[config.mk]
export PLATFORM = sky130hd
export DESIGN_NAME = draw_wind_meter_flat
export DESIGN_NICKNAME = d
export VERILOG_FILES = /design/src/rtl/vga_if.sv /design/src/rtl/draw_wind_meter.sv /design/src/flat_wrapper.sv
export SDC_FILE = /design/constraint.sdc
export NUM_CORES = 1
export LEC_CHECK = 0
export ABC_AREA = 1
export ABC_CLOCK_PERIOD_IN_PS = 2800
export CORE_ASPECT_RATIO = 0.5
export CORE_MARGIN = 4
export CORE_UTILIZATION = 49
export DETAILED_ROUTE_END_ITERATION = 8
export HOLD_SLACK_MARGIN = 0.02
export PLACE_DENSITY = 0.74
export SLEW_MARGIN = 5
export SYNTH_ARGS = -nofsm -noshare
export SYNTH_HDL_FRONTEND = slang
export SYNTH_SLANG_ARGS = --single-unit
[constraint.sdc]
create_clock -name clk -period 2.8 [get_ports clk]
set_input_delay 0.56 -clock clk [delete_from_list [all_inputs] [get_ports clk]]
set_output_delay 0.56 -clock clk [all_outputs]
set_load 0.02 [all_outputs]
[src/rtl/vga_if.sv]
// VGA timing and colour bundle passed between drawing stages.
interface vga_if;
  logic [10:0] hcount;
  logic [10:0] vcount;
  logic        hsync;
  logic        vsync;
  logic        hblnk;
  logic        vblnk;
  logic [11:0] rgb;

  modport vga_in  (input  hcount, vcount, hsync, vsync, hblnk, vblnk, rgb);
  modport vga_out (output hcount, vcount, hsync, vsync, hblnk, vblnk, rgb);
endinterface

[src/rtl/draw_wind_meter.sv]
// Wind indicator overlay: bordered box with a signed fill bar that eases toward
// the captured wind value once per frame. Two-stage pipeline, all fields aligned.
module draw_wind_meter #(
  parameter int          RECT_X         = 342,
  parameter int          RECT_Y         = 40,
  parameter int          RECT_W         = 116,
  parameter int          RECT_H         = 16,
  parameter int          BORDER_W       = 3,
  parameter logic [11:0] BG_COLOR       = 12'hEFF,
  parameter logic [11:0] BORDER_COLOR   = 12'hBDF,
  parameter logic [11:0] FILL_POS_COLOR = 12'h4C4,
  parameter logic [11:0] FILL_NEG_COLOR = 12'hC44,
  parameter logic [11:0] MARK_COLOR     = 12'h000,
  parameter int          WIND_W         = 6,
  parameter int          PIX_PER_UNIT   = 4,
  parameter int          STEP           = 2
) (
  input  logic                     clk,
  input  logic                     rst,
  input  logic signed [WIND_W-1:0] wind,
  input  logic                     wind_valid,
  vga_if.vga_in                    vga_in,
  vga_if.vga_out                   vga_out
);

  localparam int          HALF   = RECT_W / 2;
  localparam logic [10:0] IN_X0  = 11'(RECT_X);
  localparam logic [10:0] IN_X1  = 11'(RECT_X + RECT_W);
  localparam logic [10:0] IN_Y0  = 11'(RECT_Y);
  localparam logic [10:0] IN_Y1  = 11'(RECT_Y + RECT_H);
  localparam logic [10:0] BOX_X0 = 11'(RECT_X - BORDER_W);
  localparam logic [10:0] BOX_X1 = 11'(RECT_X + RECT_W + BORDER_W);
  localparam logic [10:0] BOX_Y0 = 11'(RECT_Y - BORDER_W);
  localparam logic [10:0] BOX_Y1 = 11'(RECT_Y + RECT_H + BORDER_W);
  localparam logic [10:0] CX     = 11'(RECT_X + HALF);
  localparam logic [10:0] HALF_L = 11'(HALF);
  localparam logic [10:0] STEP_L = 11'(STEP);
  localparam logic [10:0] PPU_L  = 11'(PIX_PER_UNIT);

  typedef struct packed {
    logic [10:0] hcount;
    logic [10:0] vcount;
    logic        hsync;
    logic        vsync;
    logic        hblnk;
    logic        vblnk;
    logic [11:0] rgb;
  } vga_t;

  logic signed [WIND_W-1:0] wind_q;
  logic                     vblnk_prev_q;
  logic [10:0]              disp_len_q, disp_len_d;
  logic                     disp_neg_q, disp_neg_d;

  vga_t s1_q, s1_d, out_q, out_d;
  logic inner_q, box_q, mark_q, fill_q, fill_neg_q;
  logic inner_d, box_d, mark_d, fill_d;

  logic              tick;
  logic [WIND_W:0]   wind_ext, mag;
  logic [10:0]       prod, tgt_len;
  logic              tgt_neg;

  assign tick = vga_in.vblnk & ~vblnk_prev_q;

  // One extra bit so the most negative input still has a representable magnitude.
  assign wind_ext = {wind_q[WIND_W-1], wind_q};
  assign mag      = wind_q[WIND_W-1] ? -wind_ext : wind_ext;
  assign prod     = 11'(mag) * PPU_L;
  assign tgt_len  = (prod > HALF_L) ? HALF_L : prod;
  assign tgt_neg  = wind_q[WIND_W-1];

  // NOTE: every always_comb output gets a default first, so no path can infer a latch.
  always_comb begin
    disp_len_d = disp_len_q;
    disp_neg_d = disp_neg_q;
    if (tick) begin
      if (disp_neg_q == tgt_neg || disp_len_q == '0) begin
        disp_neg_d = tgt_neg;
        if (disp_len_q < tgt_len)
          disp_len_d = (tgt_len - disp_len_q > STEP_L) ? disp_len_q + STEP_L : tgt_len;
        else
          disp_len_d = (disp_len_q - tgt_len > STEP_L) ? disp_len_q - STEP_L : tgt_len;
      end else begin
        disp_len_d = (disp_len_q > STEP_L) ? disp_len_q - STEP_L : '0;
      end
    end
  end

  // Stage 1: region flags from the incoming coordinates and the registered bar length.
  always_comb begin
    s1_d.hcount = vga_in.hcount;
    s1_d.vcount = vga_in.vcount;
    s1_d.hsync  = vga_in.hsync;
    s1_d.vsync  = vga_in.vsync;
    s1_d.hblnk  = vga_in.hblnk;
    s1_d.vblnk  = vga_in.vblnk;
    s1_d.rgb    = vga_in.rgb;
    inner_d = (vga_in.hcount >= IN_X0) && (vga_in.hcount < IN_X1) &&
              (vga_in.vcount >= IN_Y0) && (vga_in.vcount < IN_Y1);
    box_d   = (vga_in.hcount >= BOX_X0) && (vga_in.hcount < BOX_X1) &&
              (vga_in.vcount >= BOX_Y0) && (vga_in.vcount < BOX_Y1);
    mark_d  = inner_d && (vga_in.hcount == CX);
    if (disp_neg_q)
      fill_d = inner_d && (vga_in.hcount >= CX - disp_len_q) && (vga_in.hcount < CX);
    else
      fill_d = inner_d && (vga_in.hcount >= CX) && (vga_in.hcount < CX + disp_len_q);
  end

  // Stage 2: colour priority on registered flags only.
  always_comb begin
    out_d = s1_q;
    if (s1_q.hblnk || s1_q.vblnk) out_d.rgb = 12'h000;
    else if (box_q && !inner_q)   out_d.rgb = BORDER_COLOR;
    else if (mark_q)              out_d.rgb = MARK_COLOR;
    else if (fill_q)              out_d.rgb = fill_neg_q ? FILL_NEG_COLOR : FILL_POS_COLOR;
    else if (inner_q)             out_d.rgb = BG_COLOR;
  end

  always_ff @(posedge clk) begin
    if (rst) begin
      wind_q       <= '0;
      vblnk_prev_q <= 1'b0;
      disp_len_q   <= '0;
      disp_neg_q   <= 1'b0;
      s1_q         <= '0;
      out_q        <= '0;
      inner_q      <= 1'b0;
      box_q        <= 1'b0;
      mark_q       <= 1'b0;
      fill_q       <= 1'b0;
      fill_neg_q   <= 1'b0;
    end else begin
      if (wind_valid) wind_q <= wind;
      vblnk_prev_q <= vga_in.vblnk;
      disp_len_q   <= disp_len_d;
      disp_neg_q   <= disp_neg_d;
      s1_q         <= s1_d;
      out_q        <= out_d;
      inner_q      <= inner_d;
      box_q        <= box_d;
      mark_q       <= mark_d;
      fill_q       <= fill_d;
      fill_neg_q   <= disp_neg_q;
    end
  end

  assign vga_out.hcount = out_q.hcount;
  assign vga_out.vcount = out_q.vcount;
  assign vga_out.hsync  = out_q.hsync;
  assign vga_out.vsync  = out_q.vsync;
  assign vga_out.hblnk  = out_q.hblnk;
  assign vga_out.vblnk  = out_q.vblnk;
  assign vga_out.rgb    = out_q.rgb;

endmodule

[src/flat_wrapper.sv]
// flat-port wrapper written by rule: the top's interface ports become plain ports
module draw_wind_meter_flat 
#(
  parameter int          RECT_X         = 342,
  parameter int          RECT_Y         = 40,
  parameter int          RECT_W         = 116,
  parameter int          RECT_H         = 16,
  parameter int          BORDER_W       = 3,
  parameter logic [11:0] BG_COLOR       = 12'hEFF,
  parameter logic [11:0] BORDER_COLOR   = 12'hBDF,
  parameter logic [11:0] FILL_POS_COLOR = 12'h4C4,
  parameter logic [11:0] FILL_NEG_COLOR = 12'hC44,
  parameter logic [11:0] MARK_COLOR     = 12'h000,
  parameter int          WIND_W         = 6,
  parameter int          PIX_PER_UNIT   = 4,
  parameter int          STEP           = 2
)
  (clk, rst, wind, wind_valid, vga_in_hcount, vga_in_vcount, vga_in_hsync, vga_in_vsync, vga_in_hblnk, vga_in_vblnk, vga_in_rgb, vga_out_hcount, vga_out_vcount, vga_out_hsync, vga_out_vsync, vga_out_hblnk, vga_out_vblnk, vga_out_rgb);
  vga_if vga_in_i ();
  vga_if vga_out_i ();
  input  logic clk;
  input  logic rst;
  input  logic signed [WIND_W-1:0] wind;
  input  logic wind_valid;
  input wire logic [$bits(vga_in_i.hcount)-1:0] vga_in_hcount;
  input wire logic [$bits(vga_in_i.vcount)-1:0] vga_in_vcount;
  input wire logic [$bits(vga_in_i.hsync)-1:0] vga_in_hsync;
  input wire logic [$bits(vga_in_i.vsync)-1:0] vga_in_vsync;
  input wire logic [$bits(vga_in_i.hblnk)-1:0] vga_in_hblnk;
  input wire logic [$bits(vga_in_i.vblnk)-1:0] vga_in_vblnk;
  input wire logic [$bits(vga_in_i.rgb)-1:0] vga_in_rgb;
  output wire logic [$bits(vga_out_i.hcount)-1:0] vga_out_hcount;
  output wire logic [$bits(vga_out_i.vcount)-1:0] vga_out_vcount;
  output wire logic [$bits(vga_out_i.hsync)-1:0] vga_out_hsync;
  output wire logic [$bits(vga_out_i.vsync)-1:0] vga_out_vsync;
  output wire logic [$bits(vga_out_i.hblnk)-1:0] vga_out_hblnk;
  output wire logic [$bits(vga_out_i.vblnk)-1:0] vga_out_vblnk;
  output wire logic [$bits(vga_out_i.rgb)-1:0] vga_out_rgb;
  assign vga_in_i.hcount = vga_in_hcount;
  assign vga_in_i.vcount = vga_in_vcount;
  assign vga_in_i.hsync = vga_in_hsync;
  assign vga_in_i.vsync = vga_in_vsync;
  assign vga_in_i.hblnk = vga_in_hblnk;
  assign vga_in_i.vblnk = vga_in_vblnk;
  assign vga_in_i.rgb = vga_in_rgb;
  assign vga_out_hcount = vga_out_i.hcount;
  assign vga_out_vcount = vga_out_i.vcount;
  assign vga_out_hsync = vga_out_i.hsync;
  assign vga_out_vsync = vga_out_i.vsync;
  assign vga_out_hblnk = vga_out_i.hblnk;
  assign vga_out_vblnk = vga_out_i.vblnk;
  assign vga_out_rgb = vga_out_i.rgb;
  draw_wind_meter #(.RECT_X(RECT_X), .RECT_Y(RECT_Y), .RECT_W(RECT_W), .RECT_H(RECT_H), .BORDER_W(BORDER_W), .BG_COLOR(BG_COLOR), .BORDER_COLOR(BORDER_COLOR), .FILL_POS_COLOR(FILL_POS_COLOR), .FILL_NEG_COLOR(FILL_NEG_COLOR), .MARK_COLOR(MARK_COLOR), .WIND_W(WIND_W), .PIX_PER_UNIT(PIX_PER_UNIT), .STEP(STEP)) u_core (.clk(clk), .rst(rst), .wind(wind), .wind_valid(wind_valid), .vga_in(vga_in_i), .vga_out(vga_out_i));
endmodule
==> results of run 1 <==
## how the worst max path moves through the flow
stage                                end              from  slack [ns]
global placement    u_core.disp_len_q[2]  u_core.wind_q[0]       -0.24
global route        u_core.disp_len_q[2]  u_core.wind_q[0]       -0.43
CTS                 u_core.disp_len_q[9]  u_core.wind_q[0]       -0.19
finish              u_core.disp_len_q[9]  u_core.wind_q[0]       -0.24
detailed placement  u_core.disp_len_q[8]  u_core.wind_q[0]       -0.31
floorplan           u_core.disp_len_q[1]  u_core.wind_q[1]     0.00002
## critical path, delay by kind of cell, from the launching register on
kind	cells	cell delay, ns
buf+inv	4	0.33
simple gates	16	1.40
flops	1	0.35
compound gates	4	0.43
fa+ha+maj	2	0.43
## where the power goes
part,total (mW),leakage (nW),switching [mW],internal (mW)
combinational,3.08,2.65,1.84,1.23
sequential,1.57,0.808,0.0708,1.50
clock,1.21,0.144,0.561,0.647
## area by class of cell
cell class	instances	area [µm²]	area share [%]
multi-input cells	540	3290	43.1
flip-flops and latches	98	1960	25.8
repair buffers	145	1310	17.2
inverters	152	586	7.68
clock buffers	10	239	3.13
well taps	145	181	2.38
clock inverters	6	61.3	0.804
## cells in the final DEF (no fill, tap or decap), types with 6 or more instances in the layout
master           count
nor2_4               8
buf_4               57
ha_4                 6
conb_1               6
clkdlybuf4s50_1     83
nand3_1             52
dfxtp_1             96
xor2_1              22
nand2_2             15
a21oi_2              9
clkbuf_16            9
nor3_1               8
nand2_1            133
inv_1              133
o21ai_0             33
nand3_2              8
ha_1                35
nand2_4             10
nor2_1             100
nand4_1              8
a21oi_1             42
nor2_2               6
inv_2               11
## sequential cells by signal, indices dropped and copies added, names as in the netlist, 6 cells and up
name / flops
u_core.disp_len_q: 10
u_core.out_d: 25
u_core.s1_q: 12
u_core.vga_out.hcount: 11
u_core.vga_out.rgb: 12
u_core.vga_out.vcount: 11
u_core.wind_q: 6
## cell families after synthesis
kind of cell	count (synthesis)
xor+xnor	25
buf+inv	170
simple gates	355
compound gates	108
fa+ha+maj	46
other cells	2
flops	98
## what timing repair did
action | CTS | global route
pin swaps | 22 | 26
gates resized for setup | 27 | 49
hold endpoints to repair | 0 | 0
buffers inserted | 4 | 5
endpoints found under the setup margin | 10 | 10
hold buffers | 0 | 0
## routing by layer
layer  up-vias  routed length (µm)  global-route usage [%]
met1      2495                6450                    28.2
li1       2791                   -                       -
met4         0                 250                    5.80
met3        33                 870                    4.16
met2       163                6940                    37.2
met5         -                   0                       0
## stage by stage
| step | hold WS, ns | cell area (µm²) | setup TNS (ns) | setup slack [ns] |
|---|---|---|---|---|
| floorplan | 0.388 | 5650 | 0 | 0.0000213 |
| global placement | 0.389 | 6970 | -2.05 | -0.245 |
| detailed placement | 0.392 | 6970 | -2.62 | -0.306 |
| CTS | 0.399 | 7430 | -1.57 | -0.192 |
| global route | 0.414 | 7630 | -3.87 | -0.427 |
| finish | 0.400 | 7630 | -2.13 | -0.243 |
==> results.toml, run 1 <==
[status]
outcome = "complete, but fails checks"
violations = "setup timing"

[clocking]
cts.sinks = 98
h-tree-depth = 3
cts_tree = "done"
clk_latency_ns = 0.34
clkSlewWorstSetupHoldPaths_ns = 0.07
cts-root-buf = "clkbuf_16"
cts.path.max_buffers = 2
numCtsBuffers = 9

[route]
antenna_left = 0
drc_errors = 0
vias = 5482
drt_iter0_drc = 340
routed_wl_um = 14500
dr.pass1.iters = 7
vias_per_cell = 5.00
wl_per_cell_um = 13.2

[sta]
layout_worst_path_cycle_share_pct = 109
tightest_slew_ns = 0.537
slew_viol_final = 0
skew_ns = 0.00765
max_freq_mhz = 329
slew_headroom_pct = 64.2
setup_viol = 10
setup_ws_ns = -0.243
finalHoldViolations = 0
rsz0062_at_grt = "true"
finalCriticalPeriod_ns = 3.04

[grt]
grt_util_all_layers_pct = 21.8
grt_pass1_vias = 5353
grt_max_degree = 58
gr-total-overflow = 0
grt_pass1_wl_um = 23900
antenna_found_initial = 0

[setup_path]
worstPathMaxFanout = 6
cp.required_ns = 3.01
r2r_slack_ns = -0.24
crit_top_cell = "nand2_4"
cp.arrival_ns = 3.26
r2r_cells = 26
slowest_stage = "dfxtp_2"
start_kind = "register"
r2r_end = "u_core.disp_len_q[9]"
r2r_start = "u_core.wind_q[0]"
endpoint_kind = "register"
max_stage_delay_ns = 0.35
critPathKind = "reg -> reg"

[pwr]
irDropWorstVdd_uv = 382
power.density_nw_per_um2 = 767
leakage_nw = 3.60
power_mw = 5.85

[synth]
synth_area_per_cell_um2 = 6.91
synthFlopType = "dfxtp_1"
synth_commonest_cells = "148 x nand2_1, 143 x inv_1, 108 x nor2_1"
synth_seq_cells = 98
netlist_area_um2 = 5560
yosys_warnings = 0
synth_edf_count = 0
yosys.area.top_type_share_pct = 35.3
synth_top_area_cell = "dfxtp_1"
synth_xor_area_share_pct = 3.94
ys_async_sr_fraction_pct = 0
synth_top_family_by_area = "simple AND/OR/NAND/NOR gates"
ys_types = 36
synthTopCellsByArea = "dfxtp_1 35%, ha_1 10%, nand2_1 10%"
synth-simple-area-share_pct = 27.7
synthMuxAreaShare_pct = 0
synth_most_common_cell = "nand2_1"
synthAdderAreaFrac_pct = 10.5
synth_compound_area_share_pct = 10.7
syn_inst = 804
synth-seq-area-share_pct = 35.3

[floorplanning]
initial_core_util_pct = 50.3
io_pins = 85
die_w_um = 159
placement_rows = 27
die_h_um = 83.3
core_um2 = 11000
die_area_um2 = 13200

[worst_hold_path]
holdPathEnd = "u_core.vga_out.vcount[1]"
hold_path.class = "reg -> reg"
min-delay-start = "u_core.out_d[17]"
min_path_cells = 2

[placement]
gp_congestion = 0.969
dp.cells = 1071
dpl.hpwl_um = 11000
io_buffers = 84

[run]
cap_violations = 0

[final_layout]
num-nets-final = 1039
finalNonFillerCells = 1096
antenna_cells = 0
final_layout_size_suffix_gt1_share_pct = 18.2
fin_util_pct = 69.0
syn_to_final_growth_pct = 37.2
nFillCells = 912
(Power assumes the default switching activity.)
==> run 2, diff against run 1 <==
--- a/config.mk
+++ b/config.mk
@@ -5,7 +5,6 @@
 export SDC_FILE = /design/constraint.sdc
 export NUM_CORES = 1
 export LEC_CHECK = 0
-export ABC_AREA = 1
 export ABC_CLOCK_PERIOD_IN_PS = 2800
 export CORE_ASPECT_RATIO = 0.5
 export CORE_MARGIN = 4
==> run 2 against run 1 <==
Net effect: the flow still finishes with violations (setup timing); sequential share of layout area down 0.67 points; flip-flop and latch count unchanged; first-iteration DRC count down 17%; worst setup slack worse by 0.88 ns; global-route usage up 0.28 points; combinational power up 16%; final area up 2.8%; wire length up 5.5%; clock-buffer cell count down 1; critical endpoint is now u_core.disp_len_q[8]; highest routed layer unchanged.
==> results.toml, run 2 <==
[pwr]
power_mw = 6.42
netSwitchingFraction_pct = 38.8
internal_power_mw = 3.93
clockPowerShare_pct = 20.2
power.density_nw_per_um2 = 819
leakage_nw = 3.17
irDropWorstVdd_uv = 460
p_comb_share_pct = 55.5
p_sw_mw = 2.49
pwr-share-seq_pct = 24.3

[clocking]
cts_hold_buf = 0
h-tree-depth = 3
clkSlewWorstSetupHoldPaths_ns = 0.07
cts-root-buf = "clkbuf_16"
cts.path.max_buffers = 2
numCtsBuffers = 9
cts.sinks = 98
clk_latency_ns = 0.35
cts_tree = "done"

[synth]
synth-seq-area-share_pct = 35.1
synth_area_per_cell_um2 = 8.78
synth_seq_cells = 98
synth_edf_count = 0
ys_async_sr_fraction_pct = 0
yosys.area.top_type_share_pct = 35.1
synthFlopType = "dfxtp_1"
ys_types = 77
synth_most_common_cell = "dfxtp_1"
synth_top_area_cell = "dfxtp_1"
syn_inst = 637
netlist_area_um2 = 5600
yosys_warnings = 0
synth_commonest_cells = "98 x dfxtp_1, 75 x nor2b_1, 45 x ha_1"
synthTopCellsByArea = "dfxtp_1 35%, ha_1 10%, nor2b_1 8.4%"

[floorplanning]
die_h_um = 83.6
die_w_um = 159
die_area_um2 = 13300
initial_core_util_pct = 50.5
core_um2 = 11100
io_pins = 85
placement_rows = 27

[sta]
finalCriticalPeriod_ns = 3.92
layout_worst_path_cycle_share_pct = 140
finalHoldViolations = 0
slew_viol_final = 0
max_freq_mhz = 255
setup_tns_ns = -10.09
setup_viol = 10
tightest_slew_ns = 0.651
slew_headroom_pct = 56.6
rsz0062_at_grt = "true"
skew_ns = 0.00726
setup_ws_ns = -1.12

[setup_path]
crit_top_cell = "ha_4"
endpoint_kind = "register"
start_kind = "register"
slowest_stage = "or4_4"
critPathKind = "reg -> reg"
worstPathMaxFanout = 7
max_stage_delay_ns = 0.53
cp.required_ns = 3.02
cp.arrival_ns = 4.14
critPathBufInv = 2
worstPathCellList = "inv_2 > ha_4 > or3b_4 > o31ai_2 > a21o_2 > buf_6 > nand2_8 > ha_4 > nor2b_4 > o21ai_2 > and3_1 > or4_4 > nor4_4 > nand3b_1 > nor2_1 > or4_1"
crit_family = "simple AND/OR/NAND/NOR gates"

[final_layout]
final_area_um2 = 7840
largest_reg_flops = 25
layout_commonest_cell = "dfxtp_1"
syn_to_final_growth_pct = 40.0
num-nets-final = 895
final_layout_size_suffix_gt1_share_pct = 22.2
antenna_cells = 0
final_cell_mix = "95 x dfxtp_1, 88 x buf_4, 83 x clkdlybuf4s50_1, 74 x nor2b_1, 41 x nor2_1"

[status]
outcome = "complete, but fails checks"
violations = "setup timing"

[grt]
grt_max_degree = 72
grt_util_all_layers_pct = 22.1
antenna_found_initial = 0
grt_pass1_wl_um = 24600
grt_pass1_vias = 5139
top_usage_layer = "met2"
grt.met2_usage_pct = 37.9
grtUsageMet1_pct = 27.9
gr-total-overflow = 0
use_met3_pct = 4.69

[route]
drt_iter0_drc = 283
vias_per_cell = 5.53
drc_errors = 0
wl_per_cell_um = 16.1
routed_wl_um = 15300
antenna_left = 0
dr.pass1.iters = 5
vias = 5260

[placement]
gp_congestion = 0.964
post-place-ws_ns = -1.26
io_buffers = 84
placed_cell_area_um2 = 7180
dpl.hpwl_um = 11200

[worst_hold_path]
hold_path.class = "reg -> reg"

[run]
cap_violations = 0
[run 2: cell count changes in the layout (fill, tap and decap cells not counted), moves of 11 or more]
cell,previous run,this run
nand2_1,133,35
nor2_1,100,41
nand2_2,15,2
mux2i_1,0,12
xnor2_1,2,17
nand3_1,52,15
inv_1,133,20
nor3_1,8,19
xor2_1,22,6
nor2b_1,0,74
a21o_1,0,11
buf_4,57,88
[run 2: power by group through the flow]
stage,sequential (mW),clock (mW),combinational (mW)
floorplan,1.62,0,2.06
global placement,1.58,0,3.01
detailed placement,1.59,0,3.08
CTS,1.56,1.32,3.35
global route,1.57,1.40,3.86
finish,1.56,1.29,3.56
[run 2: worst paths after layout]
path | startpoint | end | slack [ns] | cells after the start
min | u_core.out_d[28] | u_core.vga_out.hcount[1] | 0.44 | 1
max reg2reg | u_core.wind_q[1] | u_core.disp_len_q[8] | -1.12 | 16
max | u_core.wind_q[1] | u_core.disp_len_q[8] | -1.12 | 16
min reg2reg | u_core.out_d[28] | u_core.vga_out.hcount[1] | 0.44 | 1
[run 2: metrics by stage]
stage / cells / hold slack (ns) / util, %
2_1_floorplan: 641 / 0.414 / -
4_1_cts: 948 / 0.440 / 69.7
3_3_place_gp: 918 / 0.416 / 64.8
3_5_place_dp: 918 / 0.425 / 64.8
5_1_grt: 952 / 0.461 / 70.7
6_report: 952 / 0.437 / 70.7
[run 2: what timing repair did]
action	4_1_cts	5_1_grt
setup endpoints to repair	10	11
gates resized for setup	27	20
setup buffers	16	4
pin swaps	27	11
[run 2: layout make-up]
type / instances / area [µm²]
Sequential cell: 98 / 1970
Tap cell: 145 / 181
Inverter: 26 / 103
Clock buffer: 9 / 225
Clock inverter: 7 / 92.6
Timing Repair Buffer: 181 / 1610
Multi-Input combinational cell: 486 / 3660
Fill cell: 817 / 3240
[run 2: cells by family (layout without fill, tap and decap cells)]
logic type / Yosys count / count (layout) / synth area share [%]
AOI/OAI and AO/OA: 153 / 153 / 19.3
xor gates and xnor gates: 23 / 23 / 3.60
buffers and inverters: 57 / 223 / 5.10
and+or+nand+nor: 246 / 246 / 24.3
muxes: 12 / 12 / 2.15
DFF: 98 / 98 / 35.1
other: 2 / 6 / 0.134
adders and majority gates: 46 / 46 / 10.4
[run 2: metal layers]
layer	up-vias	share of wire, %	routed length [µm]
met5	-	0	0
met2	188	47	7190
met1	2461	45	6900
met4	0	2.0	307
met3	28	5.9	899
li1	2583	-	-
